### src/rtl/ddr_packet_reader.sv
// Reads a length-prefixed packet image back from DDR one 256-bit line at a time
// and streams it out LSB-word first as a sop/eop framed 32-bit word stream.
module ddr_packet_reader #(
    parameter int                ADDR_W    = 25,
    parameter logic [ADDR_W-1:0] BASE_ADDR = ADDR_W'(1),
    parameter int                MAX_WORDS = 256,
    parameter int                TIMEOUT   = 1023
) (
    input  logic              avalon_clk,
    input  logic              rst_n,
    input  logic              start,
    input  logic              cal_ok,
    output logic              rd_rq,
    output logic [ADDR_W-1:0] rd_adr,
    input  logic              rd_valid,
    input  logic [255:0]      rd_data,
    input  logic              action_done,
    output logic              wr_rq,
    output logic [ADDR_W-1:0] wr_adr,
    output logic [255:0]      wr_data,
    output logic [31:0]       byte_enable,
    output logic [31:0]       out_data,
    output logic              out_valid,
    input  logic              out_ready,
    output logic              out_sop,
    output logic              out_eop,
    output logic              busy,
    output logic              done,
    output logic              error,
    output logic [15:0]       pkt_len
);

    localparam int               TMR_W    = $clog2(TIMEOUT + 1);
    localparam logic [TMR_W-1:0] TMR_LAST = TMR_W'(TIMEOUT - 1);
    localparam logic [15:0]      MAX_LEN  = 16'(MAX_WORDS);

    typedef enum logic [2:0] {
        IDLE,
        REQ_HDR,
        WAIT_HDR,
        CHECK,
        REQ_LINE,
        WAIT_LINE,
        STREAM,
        FINISH
    } state_t;

    state_t            state;
    logic [255:0]      line_buf;
    logic [ADDR_W-1:0] line_idx;
    logic [15:0]       words_left;
    logic [2:0]        word_sel;
    logic [TMR_W-1:0]  tmr;
    logic              seen_valid;
    logic              seen_done;

    logic              xact_done;
    logic [255:0]      line_next;
    logic [2:0]        sel_next;
    logic [ADDR_W-1:0] next_line_adr;

    // The write side of the DDR interface is never used by this reader.
    assign wr_rq       = 1'b0;
    assign wr_adr      = '0;
    assign wr_data     = '0;
    assign byte_enable = 32'hFFFF_FFFF;

    // rd_valid and action_done may land in the same cycle or in any order,
    // so completion merges the remembered flags with this cycle's strobes.
    always_comb begin
        xact_done     = (seen_valid | rd_valid) & (seen_done | action_done);
        line_next     = rd_valid ? rd_data : line_buf;
        sel_next      = word_sel + 3'd1;
        next_line_adr = BASE_ADDR + ADDR_W'(2) + line_idx;
    end

    always_ff @(posedge avalon_clk or negedge rst_n) begin
        if (!rst_n) begin
            state      <= IDLE;
            line_buf   <= '0;
            line_idx   <= '0;
            words_left <= '0;
            word_sel   <= '0;
            tmr        <= '0;
            seen_valid <= 1'b0;
            seen_done  <= 1'b0;
            rd_rq      <= 1'b0;
            rd_adr     <= '0;
            out_data   <= '0;
            out_valid  <= 1'b0;
            out_sop    <= 1'b0;
            out_eop    <= 1'b0;
            busy       <= 1'b0;
            done       <= 1'b0;
            error      <= 1'b0;
            pkt_len    <= '0;
        end else begin
            rd_rq <= 1'b0;
            done  <= 1'b0;
            error <= 1'b0;

            case (state)
                IDLE: begin
                    if (start && cal_ok) begin
                        busy   <= 1'b1;
                        rd_rq  <= 1'b1;
                        rd_adr <= BASE_ADDR;
                        state  <= REQ_HDR;
                    end
                end

                REQ_HDR: begin
                    tmr        <= '0;
                    seen_valid <= 1'b0;
                    seen_done  <= 1'b0;
                    state      <= WAIT_HDR;
                end

                WAIT_HDR: begin
                    tmr <= tmr + TMR_W'(1);
                    if (rd_valid) begin
                        pkt_len    <= rd_data[15:0];
                        seen_valid <= 1'b1;
                    end
                    if (action_done) begin
                        seen_done <= 1'b1;
                    end
                    if (xact_done) begin
                        state <= CHECK;
                    end else if (tmr == TMR_LAST) begin
                        error <= 1'b1;
                        busy  <= 1'b0;
                        state <= IDLE;
                    end
                end

                CHECK: begin
                    if (pkt_len == 16'd0 || pkt_len > MAX_LEN) begin
                        error <= 1'b1;
                        busy  <= 1'b0;
                        state <= IDLE;
                    end else begin
                        line_idx   <= '0;
                        words_left <= pkt_len;
                        rd_rq      <= 1'b1;
                        rd_adr     <= BASE_ADDR + ADDR_W'(1);
                        state      <= REQ_LINE;
                    end
                end

                REQ_LINE: begin
                    tmr        <= '0;
                    seen_valid <= 1'b0;
                    seen_done  <= 1'b0;
                    state      <= WAIT_LINE;
                end

                // First word comes from line_next so a same-cycle rd_valid is not lost.
                WAIT_LINE: begin
                    tmr <= tmr + TMR_W'(1);
                    if (rd_valid) begin
                        line_buf   <= rd_data;
                        seen_valid <= 1'b1;
                    end
                    if (action_done) begin
                        seen_done <= 1'b1;
                    end
                    if (xact_done) begin
                        word_sel  <= '0;
                        out_valid <= 1'b1;
                        out_data  <= line_next[31:0];
                        out_sop   <= (line_idx == '0);
                        out_eop   <= (words_left == 16'd1);
                        state     <= STREAM;
                    end else if (tmr == TMR_LAST) begin
                        error <= 1'b1;
                        busy  <= 1'b0;
                        state <= IDLE;
                    end
                end

                STREAM: begin
                    if (out_ready) begin
                        words_left <= words_left - 16'd1;
                        word_sel   <= sel_next;
                        if (words_left == 16'd1) begin
                            out_valid <= 1'b0;
                            out_sop   <= 1'b0;
                            out_eop   <= 1'b0;
                            done      <= 1'b1;
                            state     <= FINISH;
                        end else if (word_sel == 3'd7) begin
                            out_valid <= 1'b0;
                            out_sop   <= 1'b0;
                            out_eop   <= 1'b0;
                            line_idx  <= line_idx + ADDR_W'(1);
                            rd_rq     <= 1'b1;
                            rd_adr    <= next_line_adr;
                            state     <= REQ_LINE;
                        end else begin
                            out_data <= line_buf[32*sel_next +: 32];
                            out_sop  <= 1'b0;
                            out_eop  <= (words_left == 16'd2);
                        end
                    end
                end

                FINISH: begin
                    busy  <= 1'b0;
                    state <= IDLE;
                end

                default: begin
                    busy  <= 1'b0;
                    state <= IDLE;
                end
            endcase
        end
    end

endmodule

### config.mk
export PLATFORM = sky130hd
export DESIGN_NAME = ddr_packet_reader
export DESIGN_NICKNAME = d
export VERILOG_FILES = /design/src/rtl/ddr_packet_reader.sv
export SDC_FILE = /design/constraint.sdc
export NUM_CORES = 1
export LEC_CHECK = 0
export CORE_AREA = 4 4 257 259
export CTS_CLUSTER_SIZE = 28
export DETAILED_ROUTE_END_ITERATION = 12
export DIE_AREA = 0 0 261 263
export GPL_ROUTABILITY_DRIVEN = 1
export PLACE_DENSITY = 0.62
export SYNTH_ARGS = -nofsm -noshare
export SYNTH_HDL_FRONTEND = slang
export SYNTH_SLANG_ARGS = --single-unit
### constraint.sdc
create_clock -name avalon_clk -period 3 [get_ports avalon_clk]
set_input_delay 0.6 -clock avalon_clk [delete_from_list [all_inputs] [get_ports avalon_clk]]
set_output_delay 0.6 -clock avalon_clk [all_outputs]
set_load 0.02 [all_outputs]
==> out/qor.csv, run 1 <==
stage,metric,value,unit
finish,nFillCells,5947,
finish,layout_commonest_cell,dfrtp_1,
sta,slew_violations,0,
floorplan,fp.dieW,261,um
sta,hold_viol,3,
sta,fmax,411,MHz
sta,whs,-0.0106,ns
yosys,synth_top_area_cell,dfrtp_1,
route,route.detailed.drc,0,
floorplan,start_util,33.2,%
outcome,failed_checks,negative hold slack,
clock_tree,cts_root_buffer,clkbuf_16,
critical_path,timing_worst_setup_path_type,register to output pin,
finish,nets,2380,
critical_path,setup.worst_path.start,pkt_len[14]$_DFFE_PN0P_,
route,drt-vias-per-instance,4.78,
yosys,synth_cell_type_count,69,
place,place.gp.congestion,0.910,
floorplan,die_area,0.0686,mm^2
global_route,grt_start_max_net_pins,70,
route,wl_per_cell,20.6,um
yosys,synth_top_area_share,46.6,%
sta,slew_headroom,56.3,%
sta,rsz0062_at_grt,no,
hold_path,hold_path_class,primary input to async pin,
power_and_ir_drop,powerDensity,929,mW/mm^2
critical_path,end_kind,output pin,
yosys,syn_avg_cell_area,12.0,um^2
floorplan,core-area,0.0639,mm^2
power_and_ir_drop,internal-power,16500,uW
global_route,grt_pass1_vias,14800,
clock_tree,cts_setup_buffers,0,
yosys,synth_area,0.0212,mm^2
clock_tree,ctsResizeCount,0,
yosys,ys_async_sr_fraction,100,%
global_route,grt_pass1_wl,93.3,mm
power_and_ir_drop,seq_power_share,37.8,%
critical_path,slowest_stage,clkdlybuf4s50_1,
clock_tree,cts.clk_slew.worst_paths,0.06,ns
clock_tree,cts_buffers,46,
floorplan,io_pins,657,
place,io_buffers,342,
sta,tightest_slew,0.656,ns
yosys,syn_inst,1771,
finish,final_cell_mix,"dfrtp_1, clkdlybuf4s50_1, conb_1, mux2_2, a21oi_1",
run,maxCapViolCount,0,
global_route,antenna_found_initial,23,
clock_tree,clockBufferDepth,3,
yosys,ys_ff_latch,395,
power_and_ir_drop,sw_frac_of_total,32.7,%
route,ant_nets,0,
place,postPlaceCellArea,0.0247,mm^2
floorplan,row_count,93,
yosys,yosysSeqAreaShare,46.6,%
clock_tree,worstSkewPairLatency,0.59,ns
critical_path,cp.required,2.40,ns
power_and_ir_drop,clkPwrFrac,25.6,%
power_and_ir_drop,p_leak,0.0115,uW
critical_path,cp_max_fo,5,
critical_path,r2r_start,pkt_len[4]$_DFFE_PN0P_,
yosys,synth_area_leaders,"dfrtp_1, mux2_2, buf_4",
sta,fin_crit_sh,81.2,%
critical_path,max_stage_delay,0.78,ns
global_route,grt.total_usage,17.5,%
sta,setup_violations,0,
finish,synthToLayoutAreaGrowth,24.6,%
power_and_ir_drop,vdd_ir_drop_max,0.620,mV
clock_tree,holdBufCountCts,0,
yosys,yosys_warnings,0,
finish,final_area,0.0264,mm^2
critical_path,path_buf_inv,1,
power_and_ir_drop,p_comb_share,36.6,%
clock_tree,htreeDepth,2,
critical_path,cp.arrival,1.84,ns
outcome,status,"complete, but fails checks",
route,vias,14400,
route,drt_iter0_drc,929,
critical_path,worstSetupStartpointType,register,
yosys,synth_edf_count,0,
sta,finalSetupTns,0,ns
global_route,grt_overflow,0,
critical_path,path_cells,clkdlybuf4s50_1,
clock_tree,tritoncts,yes,
sta,skew,0.0332,ns
sta,fin_crit,2.44,ns
floorplan,die_y,263,um
route,finalWirelength,62.1,mm
power_and_ir_drop,power,24600,uW
critical_path,path_delay_family,buffers and inverters,
place,place.detailed.hpwl,45.9,mm
power_and_ir_drop,p_sw,8040,uW
clock_tree,cts_sinks,395,
route,drtPass1Iterations,5,
finish,drive_gt1_share,24.3,%
yosys,synth_ff_type,dfrtp_1,
[metrics by stage]
step / util, % / hold WS [ns] / cells / setup WS [ns]
after floorplan: - / 0.304 / 2083 / 0.538
after detailed placement: 38.6 / 0.470 / 2915 / 0.417
after CTS: 41.4 / 0.0111 / 3001 / 0.489
after global routing: 41.4 / 0.00255 / 3001 / 0.448
final: 41.4 / -0.0106 / 3008 / 0.565
after global placement: 38.6 / 0.455 / 2915 / 0.438
[synth_stat cells (17+ instances only)]
cell / count
mux2i_1: 35
nor4_1: 18
buf_2: 41
mux4_2: 64
nor2_1: 35
nand2_1: 61
o21ai_0: 37
a21oi_1: 72
buf_4: 317
nor3_1: 17
nand4_1: 18
mux2_2: 302
dfrtp_1: 395
o31ai_1: 29
o22ai_1: 35
clkbuf_1: 57
nand3_1: 44
a31oi_1: 21
[power groups by stage]
stage | Sequential, uW | Clock, uW | Combinational (uW)
after detailed placement | 9370 | 0 | 9100
final | 9280 | 6300 | 8980
after CTS | 9290 | 6520 | 9130
after global placement | 9230 | 0 | 8940
after global routing | 9570 | 6740 | 9700
after floorplan | 9310 | 0 | 5820
[final cells by class]
type,instances,area [um^2],area share [%]
multi-input combinational,1248,9620,36.4
inverter,14,52.6,0.199
sequential,395,9890,37.4
antenna,7,17.5,0.0662
clock buffer,67,1350,5.11
timing repair buffer,403,4060,15.3
clock inverter,19,385,1.46
tap,855,1070,4.05
[sequential cells by signal (all words and copies together) (netlist names), 3 cells and up]
| register | count |
|---|---|
| pkt_len | 16 |
| word_sel | 3 |
| state | 3 |
| rd_adr | 25 |
| line_idx | 25 |
| tmr | 10 |
| line_buf | 256 |
| words_left | 16 |
| out_data | 32 |
[layer usage]
layer	wire length (um)	global-route usage [%]
met1	24400	21.6
met2	29900	29.0
met3	6500	7.22
met4	1060	3.35
met5	220	0
[worst paths after layout]
| kind | slack (ns) | cells past startpoint | to |
|---|---|---|---|
| max in group asynchronous | 2.13 | 2 | pkt_len[11]$_DFFE_PN0P_ |
| min | -0.01 | 1 | rd_adr[5]$_DFFE_PN0P_ |
| max reg2reg | 0.59 | 6 | words_left[14]$_DFFE_PN0P_ |
| min in group avalon_clk | 0.48 | 1 | tmr[7]$_DFFE_PN0P_ |
| max | 0.56 | 1 | pkt_len[14] |
| min reg2reg | 0.48 | 1 | tmr[7]$_DFFE_PN0P_ |
[worst reg2reg max path, cell delays in order, from the launching register on]
cell and delay (ns):
dfrtp_1 0.41, or4_1 0.54, or3_1 0.44, a21oi_2 0.39
nor2_1 0.13, buf_4 0.19, a22o_1 0.19
[kinds of logic after synthesis]
logic type | after synthesis | synth area share (%)
AOI/OAI and AO/OA | 244 | 7.20
xor gates and xnor gates | 25 | 1.03
adders and majority gates | 9 | 0.531
buffers and inverters | 440 | 13.8
DFF | 395 | 46.6
muxes | 403 | 24.6
other | 2 | 0.0354
and+or+nand+nor | 253 | 6.29
Note: power is estimated with default switching activity, not from simulation.
==> run 2, diff against run 1 <==
- clock period: 3 -> 2.4 ns (I/O delays scaled with it)
==> run 2 against run 1 <==
  * The flow now finishes without violations
  * Routed wire length grew 2.4%
  * First-iteration DRC count down 1.6%
  * Cell count rose by 1.6%
  * Clock skew shrank 0.0075 ns
  * Register-to-register slack worse by 0.51 ns
  * Final area is 2.2% higher
  * Global-route usage is 0.30 points higher
  * Via count increased by 1.7%
  * Largest power group is now combinational logic
==> out/qor.csv, run 2 (synthesis results as in run 1) <==
stage,metric,value,unit
global_route,grt_start_max_net_pins,76,
critical_path,max_stage_delay,0.53,ns
power_and_ir_drop,seq_power_share,36.4,%
critical_path,end_kind,register,
clock_tree,worstSkewPairLatency,0.60,ns
place,place.detailed.hpwl,47.3,mm
route,vias,14600,
finish,final_area,0.0270,mm^2
finish,top_register,line_buf,
power_and_ir_drop,p_comb_share,37.5,%
floorplan,start_util,33.2,%
global_route,grt_pass1_vias,15200,
sta,tightest_slew,0.624,ns
sta,rsz0062_at_grt,no,
place,place.gp.congestion,0.907,
clock_tree,cts_root_buffer,clkbuf_16,
sta,whs,0.406,ns
power_and_ir_drop,powerDensity,1170,mW/mm^2
hold_path,hold_path_class,primary input to async pin,
global_route,antenna_found_initial,21,
clock_tree,clockBufferDepth,3,
floorplan,die_area,0.0686,mm^2
sta,hold_viol,0,
run,maxCapViolCount,0,
power_and_ir_drop,p_leak,0.0118,uW
sta,fmax,432,MHz
clock_tree,cts.clk_slew.worst_paths,0.06,ns
power_and_ir_drop,vdd_ir_drop_max,0.683,mV
power_and_ir_drop,clkPwrFrac,26.1,%
clock_tree,cts_buffers,47,
sta,fin_crit,2.32,ns
critical_path,timing_worst_setup_path_type,register to register,
clock_tree,tritoncts,yes,
sta,fin_crit_sh,96.6,%
sta,skew,0.0257,ns
finish,final_cell_mix,"dfrtp_1, clkdlybuf4s50_1, conb_1, mux2_2, buf_4",
finish,layout_commonest_cell,dfrtp_1,
critical_path,cp.arrival,2.80,ns
floorplan,core-area,0.0639,mm^2
power_and_ir_drop,sw_frac_of_total,32.5,%
sta,setup_violations,0,
route,drt_iter0_drc,914,
route,drtPass1Iterations,5,
route,route.detailed.drc,0,
critical_path,cp_max_fo,25,
place,io_buffers,342,
finish,synthToLayoutAreaGrowth,27.3,%
global_route,grt.total_usage,17.8,%
power_and_ir_drop,power,31600,uW
global_route,grt_overflow,0,
floorplan,fp.dieW,261,um
global_route,grt_pass1_wl,94.4,mm
route,ant_nets,0,
sta,slew_headroom,58.4,%
route,drt-vias-per-instance,4.78,
sta,slew_violations,0,
floorplan,io_pins,657,
outcome,status,"finished, final reports clean",
finish,nets,2431,
finish,seq_area,0.00989,mm^2
critical_path,slowest_stage,mux4_2,
critical_path,worstSetupStartpointType,register,
power_and_ir_drop,internal-power,21300,uW
place,place_inst,2964,
floorplan,row_count,93,
power_and_ir_drop,p_sw,10300,uW
finish,post_layout_nonfiller_instances,3057,
critical_path,cp.required,2.88,ns
finish,largest_reg_flops,256,
finish,multi_input_area,0.00963,mm^2
place,postPlaceCellArea,0.0252,mm^2
clock_tree,cts_setup_buffers,0,
clock_tree,htreeDepth,2,
finish,nFillCells,5903,
sta,setup_slack,0.0827,ns
route,wl_per_cell,20.8,um
place,place_ws,-0.00961,ns
critical_path,path_cells,ha_4 > buf_12 > mux4_2 > o22ai_1 > a21oi_1 > mux2_2,
floorplan,die_y,263,um
finish,drive_gt1_share,26.4,%
route,finalWirelength,63.6,mm
finish,reg.largest.list,"line_buf x256, out_data x32",
clock_tree,cts_sinks,395,
run 2: final timing paths:
kind	endpoint	depth (start not counted)	from	slack [ns]
max	out_data[25]$_DFFE_PN0P_	6	word_sel[0]$_DFFE_PN0P_	0.08
min	rd_adr[7]$_DFFE_PN0P_	2	rst_n	0.41
max reg2reg	out_data[25]$_DFFE_PN0P_	6	word_sel[0]$_DFFE_PN0P_	0.08
min reg2reg	tmr[7]$_DFFE_PN0P_	1	tmr[7]$_DFFE_PN0P_	0.48
max in group asynchronous	line_buf[25]$_DFFE_PN0P_	3	rst_n	1.15
min in group avalon_clk	tmr[7]$_DFFE_PN0P_	1	tmr[7]$_DFFE_PN0P_	0.48
run 2: metal layers:
| layer | part of all wire (%) | track usage [%] | up-vias |
|---|---|---|---|
| li1 | - | - | 6591 |
| met1 | 39 | 21.7 | 7383 |
| met2 | 48 | 29.6 | 526 |
| met3 | 10 | 6.81 | 101 |
| met4 | 2.3 | 4.76 | 24 |
| met5 | 0.26 | 0 | - |
run 2: area by class of cell:
type                       count  area share [%]
antenna                        7          0.0648
timing repair buffer         453            16.9
clock buffer                  61            4.92
clock inverter                24            1.75
multi-input combinational   1248            35.6
sequential                   395            36.6
tap                          855            3.96
inverter                      14           0.195
run 2: what timing repair did:
item                                    CTS  global route
endpoints found under the hold margin    35             0
resized for setup                         0             5
hold buffers                              1             0
endpoints found under the setup margin    0            12
run 2: power by group through the flow:
stage | combinational [uW] | sequential [uW] | clock, uW
floorplan | 7280 | 11600 | 0
global placement | 11700 | 11400 | 0
detailed placement | 12000 | 11600 | 0
CTS | 12000 | 11500 | 8440
global route | 12700 | 11900 | 8720
finish | 11800 | 11500 | 8250
run 2: worst max-delay path, delay by kind of cell (launching register included):
| family | cells | cell delay [ns] |
|---|---|---|
| fa+ha+maj | 1 | 0.36 |
| flops | 1 | 0.50 |
| compound gates | 2 | 0.27 |
| mux | 2 | 0.81 |
| buf+inv | 1 | 0.24 |
run 2: metrics by stage:
stage	utilization, %	TNS (ns)
floorplan	-	0
global placement	39.4	0
detailed placement	39.4	-0.0100
CTS	42.2	0
global route	42.3	0
finish	42.3	0
==> run 3, diff against run 2 <==
- CELL_PAD_IN_SITES_DETAIL_PLACEMENT: default -> 0
- CELL_PAD_IN_SITES_GLOBAL_PLACEMENT: default -> 1
- CORE_AREA: 4 4 257 259 -> 4 4 252 254
- DIE_AREA: 0 0 261 263 -> 0 0 256 258
- PLACE_DENSITY: 0.62 -> 0.79
==> run 3 against run 2 <==
  * Via count is 0.25% higher
  * Maximum frequency is 0.58% higher
  * Non-clock buffer count is 1 lower
  * Final area is 1.3% lower
  * Clock-buffer cell count is 3 higher
  * Clock power is 15% lower
  * Utilization is 1.2 points higher
  * Total power is 3.5% lower
  * Critical path type unchanged
  * Critical endpoint is now rd_adr[0]$_DFFE_PN0P_
  * Highest routed layer unchanged
==> out/qor.csv, run 3 (synthesis results as in run 1) <==
stage,metric,value,unit
global_route,grt_start_max_net_pins,68,
clock_tree,cts_root_buffer,clkbuf_16,
floorplan,io_pins,657,
place,place_ws,-0.00420,ns
power_and_ir_drop,p_leak,0.0117,uW
sta,whs,0.442,ns
power_and_ir_drop,powerDensity,1140,mW/mm^2
clock_tree,cts_sinks,395,
outcome,status,"finished, final reports clean",
sta,fin_crit_sh,96.0,%
finish,largest_reg_flops,256,
route,wl_per_cell,20.6,um
place,place_inst,2894,
route,vias,14700,
floorplan,row_count,91,
sta,tightest_slew,0.593,ns
finish,layout_commonest_cell,dfrtp_1,
sta,slew_violations,0,
global_route,grt.total_usage,18.0,%
sta,rsz0062_at_grt,no,
sta,fmax,434,MHz
sta,skew,0.0149,ns
hold_path,hold_path_class,primary input to async pin,
sta,slew_headroom,60.4,%
finish,post_layout_nonfiller_instances,2988,
route,drt-vias-per-instance,4.91,
critical_path,cp.required,2.86,ns
clock_tree,htreeDepth,2,
finish,nets,2428,
place,io_buffers,342,
finish,drive_gt1_share,26.2,%
clock_tree,tritoncts,yes,
floorplan,die_area,0.0660,mm^2
floorplan,start_util,34.6,%
run,maxCapViolCount,0,
floorplan,core-area,0.0613,mm^2
route,drt_iter0_drc,689,
clock_tree,clockBufferDepth,3,
sta,fin_crit,2.30,ns
place,place.detailed.hpwl,45.9,mm
route,route.detailed.drc,0,
global_route,antenna_found_initial,19,
place,postPlaceCellArea,0.0251,mm^2
finish,final_area,0.0267,mm^2
finish,nFillCells,5683,
sta,setup_slack,0.0962,ns
place,place.gp.congestion,0.895,
floorplan,fp.dieW,256,um
route,ant_nets,0,
critical_path,worstSetupStartpointType,register,
global_route,grt_overflow,0,
critical_path,end_kind,register,
finish,synthToLayoutAreaGrowth,25.6,%
finish,final_cell_mix,"dfrtp_1, clkdlybuf4s50_1, conb_1, mux2_2, buf_4",
critical_path,cp.arrival,2.76,ns
route,finalWirelength,61.6,mm
critical_path,cp_max_fo,7,
finish,top_register,line_buf,
sta,finalSetupTns,0,ns
critical_path,timing_worst_setup_path_type,register to register,
finish,reg.largest.list,"line_buf x256, out_data x32",
clock_tree,cts_buffers,45,
route,drtPass1Iterations,6,
floorplan,die_y,258,um
clock_tree,cts.clk_slew.worst_paths,0.06,ns
clock_tree,worstSkewPairLatency,0.57,ns
power_and_ir_drop,vdd_ir_drop_max,0.625,mV
global_route,grt_pass1_vias,15500,
sta,hold_viol,0,
sta,setup_violations,0,
global_route,grt_pass1_wl,93.5,mm
run 3: changes by cell type in the layout (fill, tap and decap cells not counted), sizes merged:
cell,previous run,this run
bufinv,12,2
diode,7,8
buf,112,111
clkinv,7,11
clkbuf,61,64
clkinvlp,2,1
run 3: layout make-up:
class,instances,area (um^2),area share (%)
multi-input combinational,1248,9640,36.1
sequential,395,9890,37.1
clock inverter,17,160,0.601
antenna,8,20.0,0.0751
timing repair buffer,452,4580,17.2
tap,790,988,3.71
inverter,14,52.6,0.197
clock buffer,64,1340,5.02
run 3: repair_timing:
action | CTS | global route
pin swaps | 1 | 0
endpoints found under the hold margin | 46 | 0
hold buffers | 1 | 0
gates resized for setup | 0 | 3
endpoints found under the setup margin | 4 | 3
setup buffers | 4 | 0
run 3: through the flow:
stage	power, uW	utilization [%]
after floorplan	18900	-
after detailed placement	23600	40.9
final	30500	43.5
after global routing	32300	43.5
after CTS	30800	43.5
after global placement	23100	40.9
run 3: where the power goes:
part	internal [uW]	switching, uW
Combinational	6670	5280
Clock	4100	2880
Sequential	9630	1920
run 3: metal layers:
| layer | GRT usage [%] | vias to the layer above | routed length (um) |
|---|---|---|---|
| met4 | 4.43 | 16 | 1360 |
| met5 | 0 | - | 101 |
| met3 | 6.44 | 99 | 5700 |
| met1 | 21.9 | 7382 | 24200 |
| li1 | - | 6575 | - |
| met2 | 30.8 | 590 | 30200 |
run 3: final timing paths:
path | slack (ns) | cells after the start | to | start
hold reg to reg | 0.48 | 1 | tmr[7]$_DFFE_PN0P_ | tmr[7]$_DFFE_PN0P_
min in group avalon_clk | 0.48 | 1 | tmr[7]$_DFFE_PN0P_ | tmr[7]$_DFFE_PN0P_
hold / removal | 0.44 | 2 | line_buf[231]$_DFFE_PN0P_ | rst_n
max in group asynchronous | 1.10 | 4 | line_buf[230]$_DFFE_PN0P_ | rst_n
setup reg to reg | 0.1 | 6 | rd_adr[0]$_DFFE_PN0P_ | pkt_len[4]$_DFFE_PN0P_
setup / recovery | 0.1 | 6 | rd_adr[0]$_DFFE_PN0P_ | pkt_len[4]$_DFFE_PN0P_
run 3: worst max-delay path, stage by stage (launching register included):
cell and delay (ns):
dfrtp_1 0.37, or4_1 0.54, or3_1 0.49, nand3_2 0.20
and2_1 0.23, inv_2 0.06, mux2_1 0.30
